$ cat src/rtl/cluster_map_decoder_if.sv
// Cluster word stream in, rebuilt pad map out, for cluster_map_decoder.
// Signal names follow the decoder's pin list; master drives words, slave rebuilds maps.
interface cluster_map_decoder_if #(
    parameter int MXKEYS    = 192,
    parameter int MXKEYBITS = 8,
    parameter int MXCNTB    = 3
);
    logic                       valid_i;
    logic                       last_i;
    logic [2:0]                 pass_i;
    logic [MXKEYBITS-1:0]       adr_i;
    logic                       vpf_i;
    logic [MXCNTB-1:0]          cnt_i;

    logic [MXKEYS-1:0]          vpfs_o;
    logic [MXKEYS*MXCNTB-1:0]   cnts_o;
    logic [MXKEYS-1:0]          hits_o;
    logic [2:0]                 pass_o;
    logic                       frame_valid_o;
    logic [3:0]                 nclusters_o;
    logic                       err_range_o;
    logic                       err_dup_o;
    logic                       err_ovf_o;

    modport master (
        output valid_i, last_i, pass_i, adr_i, vpf_i, cnt_i,
        input  vpfs_o, cnts_o, hits_o, pass_o, frame_valid_o, nclusters_o,
               err_range_o, err_dup_o, err_ovf_o
    );

    modport slave (
        input  valid_i, last_i, pass_i, adr_i, vpf_i, cnt_i,
        output vpfs_o, cnts_o, hits_o, pass_o, frame_valid_o, nclusters_o,
               err_range_o, err_dup_o, err_ovf_o
    );
endinterface

$ cat src/rtl/cluster_map_decoder.sv
// Rebuilds the pad valid/count map from a serial cluster word stream, double-buffered per frame.
// Optional CLUSTER_EXPAND_EN: also builds a strip-occupancy map (pads adr..adr+cnt) on hits_o.
module cluster_map_decoder #(
    parameter int MXKEYS     = 192,
    parameter int MXKEYBITS  = 8,
    parameter int MXCNTB     = 3,
    parameter int MXCLUSTERS = 8
) (
    input  logic               clock,
    input  logic               reset_n,
    cluster_map_decoder_if.slave bus
);
    localparam int                   CNTW    = MXKEYS * MXCNTB;
    localparam int                   CBW     = $clog2(CNTW);
    localparam logic [MXKEYBITS:0]   KEY_LIM = (MXKEYBITS+1)'(MXKEYS);
    localparam logic [3:0]           CL_MAX  = 4'(MXCLUSTERS);

    typedef enum logic {IDLE, ACCUM} state_t;

    state_t                 r_state;
    state_t                 w_state_nxt;
    logic                   w_first;

    // Working (accumulating) frame
    logic [MXKEYS-1:0]      r_wvpf;
    logic [CNTW-1:0]        r_wcnt;
    logic [3:0]             r_wcount;
    logic [2:0]             r_wpass;

    // Presented frame
    logic [MXKEYS-1:0]      r_vpfs;
    logic [CNTW-1:0]        r_cnts;
    logic [3:0]             r_ncl;
    logic [2:0]             r_pass;
    logic                   r_frame_valid;
    logic                   r_err_range;
    logic                   r_err_dup;
    logic                   r_err_ovf;

    logic [MXKEYS-1:0]      w_vpf_nxt;
    logic [CNTW-1:0]        w_cnt_nxt;
    logic [3:0]             w_count_nxt;
    logic [2:0]             w_pass_eff;
    logic                   w_set_range;
    logic                   w_set_dup;
    logic                   w_set_ovf;
    logic                   w_out_range;
    logic                   w_full;
    logic                   w_accept;
    logic [CBW-1:0]         w_cbase;

    assign w_out_range = ({1'b0, bus.adr_i} >= KEY_LIM);
    assign w_full      = (r_wcount == CL_MAX);
    assign w_accept    = bus.valid_i && bus.vpf_i && !w_out_range && !w_full;
    assign w_cbase     = CBW'(bus.adr_i) * CBW'(MXCNTB);
    assign w_pass_eff  = w_first ? bus.pass_i : r_wpass;

    // NOTE: sequential state uses non-blocking assignments so every register samples pre-edge values.
    always_ff @(posedge clock or negedge reset_n) begin
        if (!reset_n) r_state <= IDLE;
        else          r_state <= w_state_nxt;
    end

    always_comb begin
        w_state_nxt = r_state;
        case (r_state)
            IDLE:    if (bus.valid_i && !bus.last_i) w_state_nxt = ACCUM;
            ACCUM:   if (bus.valid_i &&  bus.last_i) w_state_nxt = IDLE;
            default: w_state_nxt = IDLE;
        endcase
    end

    always_comb begin
        w_first = 1'b0;
        case (r_state)
            IDLE:    w_first = 1'b1;
            default: w_first = 1'b0;
        endcase
    end

    // NOTE: every combinational output gets a default first so no latch is inferred.
    always_comb begin
        w_vpf_nxt   = r_wvpf;
        w_cnt_nxt   = r_wcnt;
        w_count_nxt = r_wcount;
        w_set_range = 1'b0;
        w_set_dup   = 1'b0;
        w_set_ovf   = 1'b0;
        if (bus.valid_i && bus.vpf_i) begin
            w_set_range = w_out_range;
            w_set_ovf   = w_full;
        end
        if (w_accept) begin
            w_set_dup                   = r_wvpf[bus.adr_i];
            w_vpf_nxt[bus.adr_i]        = 1'b1;
            w_cnt_nxt[w_cbase +: MXCNTB] = bus.cnt_i;
            w_count_nxt                 = r_wcount + 4'd1;
        end
    end

    // NOTE: the working and presented maps are flop arrays that must read as empty after reset, so they are reset.
    always_ff @(posedge clock or negedge reset_n) begin
        if (!reset_n) begin
            r_wvpf        <= '0;
            r_wcnt        <= '0;
            r_wcount      <= '0;
            r_wpass       <= '0;
            r_vpfs        <= '0;
            r_cnts        <= '0;
            r_ncl         <= '0;
            r_pass        <= '0;
            r_frame_valid <= 1'b0;
            r_err_range   <= 1'b0;
            r_err_dup     <= 1'b0;
            r_err_ovf     <= 1'b0;
        end else begin
            r_frame_valid <= 1'b0;
            r_err_range   <= r_err_range | w_set_range;
            r_err_dup     <= r_err_dup   | w_set_dup;
            r_err_ovf     <= r_err_ovf   | w_set_ovf;
            if (bus.valid_i) begin
                if (w_first) r_wpass <= bus.pass_i;
                if (bus.last_i) begin
                    // Final word folded in, then presented; working side restarts empty.
                    r_vpfs        <= w_vpf_nxt;
                    r_cnts        <= w_cnt_nxt;
                    r_ncl         <= w_count_nxt;
                    r_pass        <= w_pass_eff;
                    r_frame_valid <= 1'b1;
                    r_wvpf        <= '0;
                    r_wcnt        <= '0;
                    r_wcount      <= '0;
                end else begin
                    r_wvpf   <= w_vpf_nxt;
                    r_wcnt   <= w_cnt_nxt;
                    r_wcount <= w_count_nxt;
                end
            end
        end
    end

`ifdef CLUSTER_EXPAND_EN
    logic [MXKEYS-1:0] r_whits;
    logic [MXKEYS-1:0] r_hits;
    logic [MXKEYS-1:0] w_span;
    logic [MXKEYS-1:0] w_hits_nxt;

    // Span adr..adr+cnt; indices past the top pad simply do not exist, giving the clip.
    always_comb begin
        w_span = '0;
        for (int k = 0; k < MXKEYS; k++) begin
            w_span[k] = (k >= int'(bus.adr_i)) && (k <= int'(bus.adr_i) + int'(bus.cnt_i));
        end
    end

    assign w_hits_nxt = w_accept ? (r_whits | w_span) : r_whits;

    always_ff @(posedge clock or negedge reset_n) begin
        if (!reset_n) begin
            r_whits <= '0;
            r_hits  <= '0;
        end else if (bus.valid_i) begin
            if (bus.last_i) begin
                r_hits  <= w_hits_nxt;
                r_whits <= '0;
            end else begin
                r_whits <= w_hits_nxt;
            end
        end
    end

    assign bus.hits_o = r_hits;
`else
    assign bus.hits_o = '0;
`endif

    assign bus.vpfs_o        = r_vpfs;
    assign bus.cnts_o        = r_cnts;
    assign bus.pass_o        = r_pass;
    assign bus.frame_valid_o = r_frame_valid;
    assign bus.nclusters_o   = r_ncl;
    assign bus.err_range_o   = r_err_range;
    assign bus.err_dup_o     = r_err_dup;
    assign bus.err_ovf_o     = r_err_ovf;
endmodule

$ cat src/flat_wrapper.sv
// flat-port wrapper written by rule: the top's interface ports become plain ports
module cluster_map_decoder_flat 
#(
    parameter int MXKEYS     = 192,
    parameter int MXKEYBITS  = 8,
    parameter int MXCNTB     = 3,
    parameter int MXCLUSTERS = 8
)
  (clock, reset_n, bus_valid_i, bus_last_i, bus_pass_i, bus_adr_i, bus_vpf_i, bus_cnt_i, bus_vpfs_o, bus_cnts_o, bus_hits_o, bus_pass_o, bus_frame_valid_o, bus_nclusters_o, bus_err_range_o, bus_err_dup_o, bus_err_ovf_o);
  cluster_map_decoder_if #(.MXKEYS(MXKEYS), .MXKEYBITS(MXKEYBITS), .MXCNTB(MXCNTB)) bus_i ();
  input  logic clock;
  input  logic reset_n;
  input wire logic [$bits(bus_i.valid_i)-1:0] bus_valid_i;
  input wire logic [$bits(bus_i.last_i)-1:0] bus_last_i;
  input wire logic [$bits(bus_i.pass_i)-1:0] bus_pass_i;
  input wire logic [$bits(bus_i.adr_i)-1:0] bus_adr_i;
  input wire logic [$bits(bus_i.vpf_i)-1:0] bus_vpf_i;
  input wire logic [$bits(bus_i.cnt_i)-1:0] bus_cnt_i;
  output wire logic [$bits(bus_i.vpfs_o)-1:0] bus_vpfs_o;
  output wire logic [$bits(bus_i.cnts_o)-1:0] bus_cnts_o;
  output wire logic [$bits(bus_i.hits_o)-1:0] bus_hits_o;
  output wire logic [$bits(bus_i.pass_o)-1:0] bus_pass_o;
  output wire logic [$bits(bus_i.frame_valid_o)-1:0] bus_frame_valid_o;
  output wire logic [$bits(bus_i.nclusters_o)-1:0] bus_nclusters_o;
  output wire logic [$bits(bus_i.err_range_o)-1:0] bus_err_range_o;
  output wire logic [$bits(bus_i.err_dup_o)-1:0] bus_err_dup_o;
  output wire logic [$bits(bus_i.err_ovf_o)-1:0] bus_err_ovf_o;
  assign bus_i.valid_i = bus_valid_i;
  assign bus_i.last_i = bus_last_i;
  assign bus_i.pass_i = bus_pass_i;
  assign bus_i.adr_i = bus_adr_i;
  assign bus_i.vpf_i = bus_vpf_i;
  assign bus_i.cnt_i = bus_cnt_i;
  assign bus_vpfs_o = bus_i.vpfs_o;
  assign bus_cnts_o = bus_i.cnts_o;
  assign bus_hits_o = bus_i.hits_o;
  assign bus_pass_o = bus_i.pass_o;
  assign bus_frame_valid_o = bus_i.frame_valid_o;
  assign bus_nclusters_o = bus_i.nclusters_o;
  assign bus_err_range_o = bus_i.err_range_o;
  assign bus_err_dup_o = bus_i.err_dup_o;
  assign bus_err_ovf_o = bus_i.err_ovf_o;
  cluster_map_decoder #(.MXKEYS(MXKEYS), .MXKEYBITS(MXKEYBITS), .MXCNTB(MXCNTB), .MXCLUSTERS(MXCLUSTERS)) u_core (.clock(clock), .reset_n(reset_n), .bus(bus_i));
endmodule
$ cat config.mk
export PLATFORM = sky130hd
export DESIGN_NAME = cluster_map_decoder_flat
export DESIGN_NICKNAME = d
export VERILOG_FILES = /design/src/rtl/cluster_map_decoder_if.sv /design/src/rtl/cluster_map_decoder.sv /design/src/flat_wrapper.sv
export SDC_FILE = /design/constraint.sdc
export NUM_CORES = 2
export LEC_CHECK = 0
export ABC_AREA = 1
export CAP_MARGIN = 40
export CORE_MARGIN = 10
export CORE_UTILIZATION = 45
export DETAILED_ROUTE_END_ITERATION = 12
export PLACE_DENSITY_LB_ADDON = 0.25
export SLEW_MARGIN = 0
export SYNTH_ARGS = -nofsm -noshare
export SYNTH_HDL_FRONTEND = slang
export SYNTH_SLANG_ARGS = --single-unit
$ cat constraint.sdc
create_clock -name clock -period 2.75 [get_ports clock]
set_clock_uncertainty 0.1 [all_clocks]
set_input_delay 0.4125 -clock clock [delete_from_list [all_inputs] [get_ports clock]]
set_output_delay 0.4125 -clock clock [all_outputs]
set_load 0.1 [all_outputs]
Yosys cells after proc, flatten, opt, wreduce, memory -nomap -nowiden
Cells that the tools add are included.

Flip-flop bits (word level): 1555. Bits of input ports: 19.

Add/sub/neg operators: 2. $mul: 1. Magnitude comparators: 3. Equal/unequal tests: 1. Shift operators: 2. Multiplexer cells: 20. Bitwise operators: 5. Reductions and logical operators: 10.

Operators by type and width (number): two-way mux 576 bit (2); bitwise mux 576 bit (1); variable shift 3 x 12 -> 576 bit, first input constant (1); variable part select 3 x 12 -> 576 bit (1); two-way mux 192 bit (2); OR 192 bit (1); negator 10 -> 12 bit (1); multiplier 8 x 2 -> 10 bit, second input constant (1); < comparator 8 x 9 -> 1 bit, second input constant (1); two-way mux 1 bit (9); binary-select mux 1 bit (select 8 bit) (1); demux 1 bit (select 8 bit) (1); >= comparator 8 x 1 -> 1 bit, second input constant (1); >= comparator 8 bit, second input constant (1); two-way mux 4 bit (2); logical AND 1 bit (6); adder 4 x 1 -> 4 bit, second input constant (1); == test 4 bit, second input constant (1); logical NOT 1 bit (3); two-way mux 3 bit (1); OR 1 bit (3); case mux 1 bit (2 select lines) (1); AND reduction 2 bit (1); inverter 1 bit (1).

Logic depth before layout (Yosys ltp)
Depth in word-level cells: 7. Gate-level depth with buffers: 19.

Worst setup path before layout
OpenSTA, ideal clock, no wires.

Path kind: input port to flip-flop. Start point: input port bus_adr_i[1]. End point: register u_core.r_wcnt[120]. Setup time: 0.130 ns. Data arrival time: 3.060 ns. Path slack: -0.540 ns. Cell stages on the path: 16. Path through: buf_2 > inv_2 > clkbuf_1 > buf_1 > ha_1 > nand2_1 > nor2_2 > nand2_2 > xor2_1 > nand2_1 > buf_2 > buf_2 > nor3_1 > o21ai_0 > nand2_1 > o21ai_0.

Cells in the longest elaborated chain, start to end: 6.

Ends and longest elaborated chain: start: declaration (line flat_wrapper.sv:16) `input wire logic [$bits(bus_i.adr_i)-1:0] bus_adr_i;`; multiplier 8 x 2 -> 10 bit / >= comparator 8 bit (equally long branches) (line cluster_map_decoder.sv:55, cluster_map_decoder.sv:52); negator 10 -> 12 bit / logical NOT 1 bit (equally long branches) (line cluster_map_decoder.sv:96, cluster_map_decoder.sv:54); variable part select 3 x 12 -> 576 bit (tied with other cells) (line cluster_map_decoder.sv:96) `w_cnt_nxt[w_cbase +: MXCNTB] = bus.cnt_i;`; bitwise mux 576 bit / logical AND 1 bit (equally long branches) (line cluster_map_decoder.sv:96, cluster_map_decoder.sv:54); two-way mux 576 bit (*) (line cluster_map_decoder.sv:93) `if (w_accept) begin`; two-way mux 576 bit (*) (line cluster_map_decoder.sv:123) `if (bus.last_i) begin`; end signal: assignment (line cluster_map_decoder.sv:135) `r_wcnt <= w_cnt_nxt;`; end: declaration (line cluster_map_decoder.sv:26) `logic [CNTW-1:0] r_wcnt;`.

Every way passes the cells marked *; elsewhere a longest branch is shown, timed or not. A chain may end at the register's enable or synchronous reset.

Worst setup path in the final report
Start point: register u_core.r_wcount[1]. End point: register u_core.r_cnts[221], in the netlist u_core.bus.cnts_o[221].

Cells in the longest elaborated chain, start to end: 4.

Ends and longest elaborated chain: start: declaration (line cluster_map_decoder.sv:27) `logic [3:0] r_wcount;`; start signal: assignment (line cluster_map_decoder.sv:136) `r_wcount <= w_count_nxt;`; == test 4 bit (line cluster_map_decoder.sv:53) `assign w_full = (r_wcount == CL_MAX);`; logical NOT 1 bit (line cluster_map_decoder.sv:54) `assign w_accept = bus.valid_i && bus.vpf_i && !w_out_range && !w_full;`; logical AND 1 bit (line cluster_map_decoder.sv:54); two-way mux 576 bit (line cluster_map_decoder.sv:93); end signal: assignment (line cluster_map_decoder.sv:126) `r_cnts <= w_cnt_nxt;`; end: declaration (line cluster_map_decoder.sv:32) `logic [CNTW-1:0] r_cnts;`.

Every way passes these cells.

==> results.md <==
* Max Root-Sink Buffers at 3
* Top area cells in the synthesized netlist: dfrtp_1 (56%), nand2_1 (15%), o21ai_0 (11%), a21oi_1 (2.8%), inv_1 (2.5%)
* Sequential share of the synthesized area at 56.41%
* Standard-cell rows at between 100 and 150
* Most common cell in the netlist: nand2_1
* Core area at 0.1521 mm²
* GRT Overall Usage at 34.15%
* CP top delay family: simple AND/OR/NAND/NOR gates
* Crit-path most repeated cell: inv_2
* DR vias at 65420
* Required @ worst endpoint at 3.30 ns
* CP Max Fanout at 6
* Critical Path Sink Type: flip-flop
* GPL Wtd Cong at 0.9833
* CTS clock-pin slew for the worst setup and hold paths at 0.06 ns
* Final setup fails at 0
* Final wirelength at 298.9 mm
* Compound-Gate Fraction of Synth Area at 16.03%
* Die area at 0.1694 mm²
* CTS buffer count at 166
* TritonRoute pass-1 iters at 7
* Area grow syn2layout at 28.71%
* Largest net degree at the start of global routing at 236
* Worst path slowest cell: dfrtp_1
* Worst-margin pin slew at 1.321 ns
* Port Buf Inserts at 797
* H-tree Lvls at 4
* Post-synth top area cell: dfrtp_1
* Run status: complete, no violations
* Cell Area, Placed at 0.08257 mm²
* RSZ-0062 raised after global routing: true
* EDFF count, synth at 0
* Detailed placer's ending HPWL at approximately 220 mm
* Max Cap Viol at 0
* Power per cell area at between 500 and 600 mW/mm²
* Post-synthesis share of cell area spent on full adders, half adders and majority gates at 0.1088%
* WP buf/inv at 4
* Clock latency on the worst-skew pair at between 0.8 and 0.9 ns
* Worst hold-check path type: primary input to flip-flop
* Relative slew slack at roughly an eighth
* Arrival @ worst endpoint at 3.29 ns
* Ys flop type: dfrtp_1
* Final Hold Vio Count at 0
* Antenna violations before repair at 13
* Ys async rst share at 100.0%
* Root Buffer: clkbuf_16
* Critical Path Source Type: flip-flop
* Combinational family with the most area after synthesis: simple AND/OR/NAND/NOR gates
* Tmin final at about 2.7 ns
* DRT antenna net count at 0
* CP cell instances: inv_2 -> ha_2 -> nand3_2 -> nand3_2 -> nor2_4 -> inv_2 -> nor2_4 -> nand2_4 -> inv_2 -> nand3_1 -> buf_4 -> o21ai_1 -> o21ai_0
* Die extent in y at 411.5 µm
* Max rail drop VDD at 544.8 µV
* Final Max Tran Viols at 0
* Synthesis-stage register bit count at 1555
* Final period util at 99.77%
* Post-synth cell types at 35
* DRC viols at 0
* Post-Synth XOR/XNOR Area at 0.1034%
* Pleak at 42.74 nW
* CTS Sinks at between 1500 and 2000
* Initial core utilization at 45.36%
* Number of DRC markers in iteration 0 at approximately 7700
* Crit Path Class: flip-flop to flip-flop
* Top cell type's share of synthesized area at 56.41%
* Via density at 5.537
* I/O pin cnt at 990
* Routed WL per cell at 25.30 µm
* Final core occ at 58.38%
* Global-route wire length before repair at 429.9 mm
* Mean Syn Cell Area at 8.243 µm²
* CTS tree: built
* Synth top cells by count: nand2_1 (2772), dfrtp_1 (1555), o21ai_0 (1464)
* Fmax at 364.5 MHz
* Synth Cell Area at 0.06898 mm²
* Crit path largest cell delay at roughly 0.40 ns
* Final #Nets at 9676
* Vias in the first global route at around 62000
* Post-Syn Instances at roughly 8400
* Fin area at 0.08879 mm²
* Synth Warn # at 0
* GRT Residual Overflow at 0
* Layout cell share with drive strength beyond 1 at 20.70%
* Post-synthesis mux area share at 0%
* Post-Synth Simple-Gate Area at between 10% and 20%
* Die Span X at just over 400 µm
==> sequential cells by signal, indices dropped and copies added, names as in the netlist, named ones only <==
name and count:
u_core.bus.cnts_o 576, u_core.bus.err_dup_o 1, u_core.bus.err_ovf_o 1, u_core.bus.err_range_o 1
u_core.bus.frame_valid_o 1, u_core.bus.nclusters_o 4, u_core.bus.pass_o 3, u_core.bus.vpfs_o 192
u_core.r_wcnt 576, u_core.r_wcount 4, u_core.r_wpass 3, u_core.r_wvpf 192
==> tightest hold or removal path: cells and delay by family <==
| kind | cells | cell delay, ns |
|---|---|---|
| buffers and inverters | 2 | 0.25 |
| AND/OR/NAND/NOR | 3 | 0.27 |
==> cells by family (layout without fill, tap and decap cells) <==
family | Yosys count | after routing
DFF | 1555 | 1555
adders and majority gates | 6 | 6
other | 1 | 194
xor gates and xnor gates | 6 | 6
buffers and inverters | 1159 | 2383
and+or+nand+nor | 3505 | 3505
AOI/OAI and AO/OA | 2137 | 2137
==> stage by stage <==
| step | power (mW) | worst slack (ns) | TNS (ns) | hold slack [ns] | cells |
|---|---|---|---|---|---|
| floorplan | 26.33 | -0.01960 | -0.1937 | 0.01691 | 8560 |
| global placement | 28.17 | -0.9897 | -708.99 | 0.2094 | 11500 |
| detailed placement | 28.18 | -1.042 | -705.42 | 0.2072 | 11500 |
| CTS | 51.69 | 0.01358 | 0 | 0.005868 | 11810 |
| global route | 52.92 | -0.05998 | -0.9965 | 0.04106 | 11810 |
| finish | 51.57 | 0.006397 | 0 | 0.06153 | 11820 |
==> layout by cell type (no fill, tap or decap), types with 117 or more instances in the layout <==
cell type,count
conb_1,192
nor2_1,366
o21ai_1,118
clkbuf_16,167
o21ai_0,1410
buf_12,117
nand3_1,234
o22ai_1,130
buf_4,1457
a21oi_1,391
nand2_1,2757
dfrtp_1,1555
inv_1,456
==> power by group <==
group / switching (mW) / internal (mW) / total, mW
combinational: 3.98 / 0.895 / 4.87
sequential: 0.0455 / 22.9 / 23.0
clock: 10.0 / 13.7 / 23.7
total: 14.0 / 37.5 / 51.6
==> what timing repair did <==
action | 4_1_cts | 5_1_grt
pin swaps | 2 | 4
buffers inserted | 3 | 5
hold buffers | 3 | 0
endpoints found under the setup margin | 333 | 642
gates cloned | 0 | 1
resized for setup | 56 | 89
hold endpoints to repair | 1041 | 0
==> layer usage <==
metal / share of wire [%] / GRT usage, %
met5: 0.033 / 0
met2: 44 / 51.92
met4: 7.3 / 20.69
met1: 38 / 43.01
met3: 10 / 9.873
==> area by class of cell <==
cell class / count / area, µm²
well taps: 2030 / 2540
diodes: 2 / 5.005
multi-input cells: 5846 / 26110
clock buffers: 230 / 4705
inverters: 479 / 1829
fillers: 13670 / 63300
clock inverters: 71 / 1060
repair buffers: 1603 / 13620
flip-flops and latches: 1555 / 38910
==> worst paths after layout <==
check                                        start                     end  slack [ns]  cells past startpoint
worst min-delay path                   bus_valid_i  u_core.bus.cnts_o[514]        0.06                      5
worst max-delay path            u_core.r_wcount[1]  u_core.bus.cnts_o[221]       0.006                     13
worst min register to register   u_core.r_wcnt[38]       u_core.r_wcnt[38]        0.37                      2
min in group asynchronous                  reset_n  u_core.bus.cnts_o[315]        0.57                      3
max in group asynchronous                  reset_n        u_core.r_wcnt[1]        0.91                      5
worst max register to register  u_core.r_wcount[1]  u_core.bus.cnts_o[221]       0.006                     13
Power figures use the tool's default switching activity.
